## config.mk

```make
export PLATFORM = sky130hd
export DESIGN_NAME = dffre_bist
export DESIGN_NICKNAME = d
export VERILOG_FILES = /design/src/rtl/dffre_bist_pkg.sv /design/src/rtl/bist_lfsr32.sv /design/src/rtl/dffre_bist.sv
export SDC_FILE = /design/constraint.sdc
export NUM_CORES = 1
export LEC_CHECK = 0
export ABC_AREA = 0
export BUFFER_PORTS_ARGS = -buffer_cell sky130_fd_sc_hd__buf_2
export CORE_MARGIN = 2
export CORE_UTILIZATION = 40
export DETAILED_ROUTE_END_ITERATION = 16
export PLACE_DENSITY = 0.63
export SLEW_MARGIN = 0
export SYNTH_ARGS = -nofsm -noshare
export SYNTH_HDL_FRONTEND = slang
export SYNTH_SLANG_ARGS = --single-unit
```

## constraint.sdc

```tcl
create_clock -name clk -period 2.2 [get_ports clk]
set_clock_uncertainty 0.15 [all_clocks]
set_input_delay 0 -clock clk [delete_from_list [all_inputs] [get_ports clk]]
set_output_delay 0 -clock clk [all_outputs]
set_load 0.01 [all_outputs]
```

## src/rtl/dffre_bist_pkg.sv

```systemverilog
// Shared types and constants for the dffre_inst built-in self-test engine.
package dffre_bist_pkg;

    typedef enum logic [2:0] {
        ST_IDLE,
        ST_APPLY,
        ST_WAIT,
        ST_CHECK,
        ST_DONE
    } state_t;

    typedef struct packed {
        logic d;
        logic r;
        logic e;
    } vec_t;

    localparam int NUM_DIRECTED = 5;

    // Galois right-shift mask for x^32 + x^22 + x^2 + x + 1
    localparam logic [31:0] LFSR_TAPS = 32'h8020_0003;

    function automatic vec_t directed_vec(input int idx);
        vec_t v;
        case (idx)
            0:       v = '{d: 1'b1, r: 1'b1, e: 1'b0};
            1:       v = '{d: 1'b1, r: 1'b0, e: 1'b0};
            2:       v = '{d: 1'b1, r: 1'b0, e: 1'b1};
            3:       v = '{d: 1'b0, r: 1'b0, e: 1'b1};
            default: v = '{d: 1'b1, r: 1'b0, e: 1'b1};
        endcase
        return v;
    endfunction

endpackage

```

## src/rtl/bist_lfsr32.sv

```systemverilog
// 32-bit Galois LFSR with seed load and advance enable; exposes only the
// current and next output bit used as random D stimulus.
module bist_lfsr32
    import dffre_bist_pkg::*;
#(
    parameter logic [31:0] SEED = 32'hACE1_2345
) (
    input  logic clk,
    input  logic rst,
    input  logic load,
    input  logic en,
    output logic out_bit,
    output logic nxt_bit
);

    logic [31:0] lfsr_q;
    logic [31:0] lfsr_nxt;

    if (SEED == 32'd0) begin : g_seed_chk
        $error("bist_lfsr32: SEED must be nonzero");
    end

    assign lfsr_nxt = {1'b0, lfsr_q[31:1]} ^ (lfsr_q[0] ? LFSR_TAPS : 32'd0);
    assign out_bit  = lfsr_q[0];
    assign nxt_bit  = lfsr_nxt[0];

    always_ff @(posedge clk) begin
        if (rst || load) begin
            lfsr_q <= SEED;
        end else if (en) begin
            lfsr_q <= lfsr_nxt;
        end
    end

endmodule

```

## src/rtl/dffre_bist.sv

```systemverilog
// Self-test engine for dffre_inst: directed then LFSR-random stimulus, golden vs
// netlist Q compare. Optional first-fail capture: DFFRE_BIST_FIRSTFAIL_EN.
module dffre_bist
    import dffre_bist_pkg::*;
#(
    parameter int          NUM_RANDOM = 1000,
    parameter logic [31:0] LFSR_SEED  = 32'hACE1_2345,
    parameter int          CNT_W      = 16
) (
    input  logic             clk,
    input  logic             i_Reset,
    input  logic             i_Start,
    output logic             o_D,
    output logic             o_DutReset,
    output logic             o_Enable,
    input  logic             i_Q_golden,
    input  logic             i_Q_netlist,
    output logic             o_Busy,
    output logic             o_Done,
    output logic             o_Pass,
    output logic [CNT_W-1:0] o_MismatchCnt,
    output logic [15:0]      o_FirstFailStep,
    output logic             o_FirstFailValid
);

    localparam int NUM_STEPS = NUM_DIRECTED + NUM_RANDOM;
    localparam int STEP_W    = (NUM_STEPS > 2) ? $clog2(NUM_STEPS) : 1;
    localparam logic [STEP_W-1:0] LAST_STEP = STEP_W'(NUM_STEPS - 1);
    localparam logic [CNT_W-1:0]  CNT_MAX   = '1;

    state_t            state, state_nxt;
    logic [STEP_W-1:0] step;
    logic [CNT_W-1:0]  cnt;
    vec_t              vec_q, vec_next;
    logic              start_ok, check_exit, last_step, mismatch, in_random;
    logic              lfsr_bit, lfsr_nxt_bit;

    function automatic logic [CNT_W-1:0] sat_inc(input logic [CNT_W-1:0] v);
        return (v == CNT_MAX) ? v : v + 1'b1;
    endfunction

    assign start_ok   = i_Start && (state == ST_IDLE || state == ST_DONE);
    assign check_exit = (state == ST_CHECK);
    assign last_step  = (step == LAST_STEP);
    assign mismatch   = (i_Q_golden != i_Q_netlist);
    assign in_random  = (int'(step) >= NUM_DIRECTED);

    bist_lfsr32 #(.SEED(LFSR_SEED)) u_lfsr (
        .clk     (clk),
        .rst     (i_Reset),
        .load    (start_ok),
        .en      (check_exit && in_random),
        .out_bit (lfsr_bit),
        .nxt_bit (lfsr_nxt_bit)
    );

    always_ff @(posedge clk) begin
        if (i_Reset) begin
            state <= ST_IDLE;
        end else begin
            state <= state_nxt;
        end
    end

    always_comb begin
        state_nxt = state;
        o_Busy    = 1'b0;
        o_Done    = 1'b0;
        case (state)
            ST_IDLE:  if (i_Start) state_nxt = ST_APPLY;
            ST_APPLY: begin state_nxt = ST_WAIT;  o_Busy = 1'b1; end
            ST_WAIT:  begin state_nxt = ST_CHECK; o_Busy = 1'b1; end
            ST_CHECK: begin
                state_nxt = last_step ? ST_DONE : ST_APPLY;
                o_Busy    = 1'b1;
            end
            ST_DONE:  begin
                o_Done = 1'b1;
                if (i_Start) state_nxt = ST_APPLY;
            end
            default:  state_nxt = ST_IDLE;
        endcase
    end

    // Random D comes from the LFSR value that will be current once this edge
    // has advanced it (only already-random steps advance it on exit).
    always_comb begin
        vec_next = '{d: (in_random ? lfsr_nxt_bit : lfsr_bit), r: 1'b0, e: 1'b1};
        if (int'(step) + 1 < NUM_DIRECTED) begin
            vec_next = directed_vec(int'(step) + 1);
        end
    end

    always_ff @(posedge clk) begin
        if (i_Reset) begin
            step  <= '0;
            cnt   <= '0;
            vec_q <= '{d: 1'b0, r: 1'b1, e: 1'b0};
        end else if (start_ok) begin
            step  <= '0;
            cnt   <= '0;
            vec_q <= directed_vec(0);
        end else if (check_exit) begin
            if (mismatch) cnt <= sat_inc(cnt);
            if (!last_step) begin
                step  <= step + 1'b1;
                vec_q <= vec_next;
            end
        end
    end

    assign o_D           = vec_q.d;
    assign o_DutReset    = vec_q.r;
    assign o_Enable      = vec_q.e;
    assign o_MismatchCnt = cnt;
    assign o_Pass        = o_Done && (cnt == '0);

`ifdef DFFRE_BIST_FIRSTFAIL_EN
    logic [15:0] ff_step;
    logic        ff_valid;

    always_ff @(posedge clk) begin
        if (i_Reset || start_ok) begin
            ff_step  <= '0;
            ff_valid <= 1'b0;
        end else if (check_exit && mismatch && !ff_valid) begin
            ff_step  <= 16'(step);
            ff_valid <= 1'b1;
        end
    end

    assign o_FirstFailStep  = ff_step;
    assign o_FirstFailValid = ff_valid;
`else
    assign o_FirstFailStep  = '0;
    assign o_FirstFailValid = 1'b0;
`endif

endmodule

```

# Word-level counts from Yosys, hierarchy flattened
# Cells that the tools add are included.
[op_classes]
n_addsub = 3
multipliers = 0
div_mod_pow = 0
n_lt_le_gt_ge = 2
eq_ne = 11
shift = 0
mux = 12
n_bitwise = 3
reduce_logical = 15
[op_table]
columns = ["cell", "count"]
rows = [
  ["logical NOT 32 bit", 1],
  ["less-than comparator 32 x 4 -> 1 bit, second input constant", 1],
  ["two-way mux 32 bit", 1],
  ["bitwise XOR 31 x 32 -> 32 bit", 1],
  ["two-way mux 3 bit", 6],
  ["adder 16 x 1 -> 16 bit, second input constant", 1],
  ["== test 16 bit, second input constant", 1],
  ["logical NOT 16 bit", 1],
  ["case mux 3 bit (4 select lines)", 1],
  ["adder 10 x 1 -> 11 bit, second input constant", 1],
  ["== test 11 x 1 -> 1 bit, second input constant", 1],
  ["== test 11 x 2 -> 1 bit, second input constant", 1],
  ["adder 10 x 1 -> 10 bit, second input constant", 1],
  ["== test 10 bit, second input constant", 1],
  [">= comparator 10 x 3 -> 1 bit, second input constant", 1],
  ["case mux 3 bit (3 select lines)", 1],
  ["== test 3 x 2 -> 1 bit, second input constant", 2],
  ["!= test 2 x 1 -> 1 bit, second input constant", 2],
  ["AND reduction 2 bit", 2],
  ["OR reduction 2 bit", 2],
  ["== test 3 x 1 -> 1 bit, second input constant", 1],
  ["== test 3 bit, second input constant", 1],
  ["logical AND 1 bit", 3],
  ["logical NOT 3 bit", 1],
  ["7 further kinds", 11],
]
[totals]
regBits = 64
latchBits = 0
mem_bits_rw = 0
rom_bits = 0
input_bits = 5
output_inout_bits = 39
wordCells = 53
n_memories = 0

# Longest topological paths before layout
[logic_depth]
ltp_word = 7
mapped_depth = 9
depth_no_buf = 7

# Modules after synthesis
# A second synthesis with hierarchy kept.
[hier_totals]
cells_unflattened = 357
hier_area_um2 = 3188.1
[by_module_without_submodules]
columns = ["mod", "instances", "cells_per_inst", "area_each_um2", "seq_area_each_um2"]
rows = [
  ["dffre_bist", 1, 247, 2001.9, 640.6],
  ["bist_lfsr32", 1, 110, 1186.1, 640.6],
]

# Least setup slack after synthesis
# No wires, ideal clock.
[synth_timing]
path_kind = "register to register"
from = "reg step[0]"
to = "reg vec_q, in the netlist o_D"
setup_time_ns = 0.116
t_arrival_ns = 1.829
t_required_ns = 1.934
setup_slack_ns = 0.104
path_stages_with_launch = 7
path_buffers = 0
synth_period_minus_slack_ns = 2.096
path_cell_list = "dfxtp_1 -> ha_1 -> and3_1 -> a31o_2 -> a221oi_1 -> nand2_1 -> a41o_1"
[synth_between]
elab_chain_cells = 7
word_cells_on_any_way = 15
cone_classes = "add/sub (1); order compare (2); eq/ne (4); mux (6); reduce/logical (2)"
[synth_lines]
columns = ["item", "line_no", "source"]
rows = [
  ["from (decl)", "dffre_bist.sv:32", "logic [STEP_W-1:0] step;"],
  ["from (signal assigned)", "dffre_bist.sv:106", "step <= step + 1'b1;"],
  ["parallel branches: the longest is 7 deep, another holds less-than comparator 32 x 4 -> 1 bit", "-", ""],
  ["to (signal assigned)", "dffre_bist.sv:98", "vec_q <= '{d: 1'b0, r: 1'b1, e: 1'b0};"],
  ["to (signal assigned)", "dffre_bist.sv:102", "vec_q <= directed_vec(0);"],
  ["to (signal assigned)", "dffre_bist.sv:107", "vec_q <= vec_next;"],
  ["to (decl)", "dffre_bist.sv:34", "vec_t vec_q, vec_next;"],
]
# Several ways; the timed one is not identified. The select of a mux whose other input is x is not followed.
# A chain may end at the register's enable or synchronous reset.

# Worst setup path in the final report
[layout_timing]
from = "reg step[3]"
to = "reg state[0]"
[layout_between]
elab_chain_cells = 3
[layout_lines]
columns = ["item", "line_no", "source"]
rows = [
  ["== test 10 bit", "dffre_bist.sv:44", "assign last_step = (step == LAST_STEP);"],
  ["two-way mux 3 bit", "dffre_bist.sv:74", "state_nxt = last_step ? ST_DONE : ST_APPLY;"],
  ["case mux 3 bit (4 select lines)", "dffre_bist.sv:69", "case (state)"],
  ["to (signal assigned)", "dffre_bist.sv:61", "state <= state_nxt;"],
  ["to (decl)", "dffre_bist.sv:31", "state_t state, state_nxt;"],
]
# No other way between the ends.

==> summary.txt <==
Min path
  – Hold Crit Class: primary input to flip-flop

Global routing
  – Largest net degree at the start of global routing: between 40 and 50
  – First-pass GRT wire length: ~11 mm
  – Tot GR Track Use: 15.69%
  – Initial antenna violation count: 0
  – Vias in the first global route: between 2000 and 2500
  – Grt total ovfl: 0

STA
  – Tmin final: ~2100 ps
  – Final hold vios: 0
  – Period utilization: approximately 94%
  – RSZ-0062 raised after global routing: no
  – Fin Setup TNS: 0 ps
  – Peak Freq: ~480 MHz
  – Final setup viols: 0
  – Worst setup margin: approximately 130 ps
  – Fin. max-slew vios: 0

Cells and area
  – Area growth from synthesis to layout: 14.04%
  – Nets: 420
  – Antenna Cells: 0
  – Fill count: about 750
  – Commonest non-fill, non-tap cell in the layout: nand2_1
  – Share of layout cells above drive strength 1: ~15%
  – Most frequent cells in the layout: nand2_1, dfxtp_1, nor2_1

Placed design
  – Final Wtd Congestion: around 0.8
  – Post-detail-place hpwl: 4.058 mm
  – Pre-CTS WS: 165.6 ps
  – IO Port Bufs: 26

Worst setup path
  – Worst Path Max Fanout: 6
  – Critical path endpoint category: flip-flop
  – Crit path DAT: ~2200 ps
  – CP most frequent cell: nor2_1
  – Worst setup SP type: flip-flop
  – Register-to-register setup slack: 130 ps
  – Critical path, cell by cell: nand2_1 > or2_2 > nor2_1 > o32a_1 > nor2_1 > dlygate4sd3_1
  – CP Class: flip-flop to flip-flop
  – Slowest stage delay, CP: ~540 ps
  – Data required, critical path: roughly 2300 ps
  – Critical Path Slowest Stage Cell: dlygate4sd3_1

Floorplan
  – DIE WIDTH: 91.15 µm
  – Row Count: 31
  – Core region area: 0.007292 mm²
  – Die ar.: 0.008308 mm²
  – Initial Utilization: between 40% and 50%
  – Chip height: approximately 91 µm
  – # IOs: between 40 and 50

Clocking
  – Clock Pin Slew Worst Setup and Hold Paths: roughly 70 ps
  – Sink Count: 64
  – TritonCTS clock tree: yes
  – Clk_lat worst skew: between 300 and 400 ps
  – H-tree depth: 3
  – CTS Buffer Depth: 2
  – Clk root buf: clkbuf_8
  – Post-CTS setup buffers: 0
  – Num CTS Buffers: 9

Power
  – Worst ir drop on vdd: slightly above 0.3 mV
  – Lkg Pwr: around 1.4 nW
  – PwrDens: 716.0 mW/mm²

Synthesis
  – Ys flop type: dfxtp_1
  – Post-synth EDFFs: 0
  – Mapped Cells: around 370
  – Seq cells post-synth: 64
  – Ys async rst share: 0%
  – Synth unique cells: 45
  – Sequential-to-total area share from yosys stat: a little over two fifths
  – Mapped Area: 0.003038 mm²
  – Synth warn: 0
  – Syn avg cell area: a little over 8 µm²

Route
  – Routed Antenna Nets: 0
  – Via count of the routed design: 2555
  – Routed Wire Length: about 6 mm
  – DR iter-0 viols: between 100 and 150
  – First-pass iteration count of the detailed router: 4
  – Drt drc: 0
  – Drt wl/cell: between 10 and 15 µm
  – Via/cell ratio: about 5

Flow run
  – Max-cap violation count: 0

Outcome
  – Status: complete, no violations
power by group:
group / internal (mW) / total (mW) / switching (mW)
clock: 0.583 / 1.01 / 0.430
sequential: 1.18 / 1.21 / 0.0242
combinational: 0.0932 / 0.261 / 0.168
path summary, 6_finish.rpt:
| path | start | endpoint | cells after the start |
|---|---|---|---|
| setup / recovery | step[3]$_SDFFE_PP0P_ | state[0]$_SDFFE_PP0P_ | 6 |
| hold / removal | i_Q_golden | o_MismatchCnt[6]$_SDFFE_PP0P_ | 5 |
| setup reg to reg | step[3]$_SDFFE_PP0P_ | state[0]$_SDFFE_PP0P_ | 6 |
| hold reg to reg | u_lfsr.lfsr_q[19]$_SDFFE_PP0P_ | u_lfsr.lfsr_q[18]$_SDFFE_PP0P_ | 2 |
cell usage after synthesis (all sizes together) (2+ instances only):
master / n / share of area, %
a21boi: 2 / 0.49
a21oi: 24 / 4.0
and2: 2 / 0.49
and3: 4 / 0.82
and4: 5 / 1.4
buf: 28 / 6.8
clkbuf: 8 / 0.99
dfxtp: 64 / 42
ha: 7 / 2.9
inv: 8 / 0.99
nand2: 75 / 9.3
nand3: 25 / 4.1
nand4: 10 / 2.1
nor2: 35 / 4.3
nor3: 10 / 1.6
nor3b: 2 / 0.49
nor4: 9 / 2.1
nor4b: 2 / 0.58
o21ai: 5 / 0.82
or3: 2 / 0.41
xnor2: 22 / 6.3
xor2: 6 / 1.7
sequential cells by signal, summed over array words and instances, names as in the netlist:
register,flops
o_Enable,1
o_D,1
u_lfsr.lfsr_q,32
o_DutReset,1
step,10
state,3
o_MismatchCnt,16
kinds of logic after synthesis:
kind of cell | after synthesis | share of synthesized area [%]
other | 1 | 0.1234
muxes | 1 | 0.3295
adders and majority gates | 7 | 2.883
buffers and inverters | 44 | 8.814
and+or+nand+nor | 187 | 29.16
xor gates and xnor gates | 28 | 8.072
AOI/OAI and AO/OA | 42 | 8.444
DFF | 64 | 42.17
layout make-up:
class | count | area, µm² | area share (%)
Clock buffer | 13 | 158.9 | 4.586
Clock inverter | 3 | 40.04 | 1.156
Inverter | 8 | 30.03 | 0.8667
Multi-Input combinational cell | 282 | 1549 | 44.71
Sequential cell | 64 | 1285 | 37.09
Tap cell | 99 | 123.9 | 3.575
Timing Repair Buffer | 43 | 277.8 | 8.017
metal layers:
layer / track usage (%) / up-vias / part of all wire (%)
li1: - / 1303 / -
met1: 20.55 / 1185 / 49
met2: 24.57 / 60 / 46
met3: 3.237 / 7 / 3.8
met4: 7.702 / 0 / 1.7
met5: 0 / - / 0
worst max-delay path: cells and delay by family, from the launching register on:
family | cells | cell delay [ps]
buffers and inverters | 1 | 540
AO/OA/AOI/OAI | 1 | 180
flip-flops | 1 | 420
AND/OR/NAND/NOR | 4 | 680
per-stage QoR:
step	utilization, %	cell area [µm²]	power, mW	instances	hold WS (ps)
after floorplan	-	3098	1.428	390	-77.76
after global placement	44.32	3232	1.478	493	98.35
after detailed placement	44.32	3232	1.485	493	100.7
after CTS	47.46	3461	2.515	512	120.2
after global routing	47.51	3465	2.609	512	167.3
final	47.51	3465	2.481	512	134.4
timing repair:
| item | CTS | global route |
|---|---|---|
| endpoints found under the setup margin | 0 | 1 |
| gates resized for setup | 0 | 3 |
| hold buffers | 3 | 0 |
| hold endpoints to repair | 12 | 0 |
Note: power is estimated with default switching activity, not from simulation.
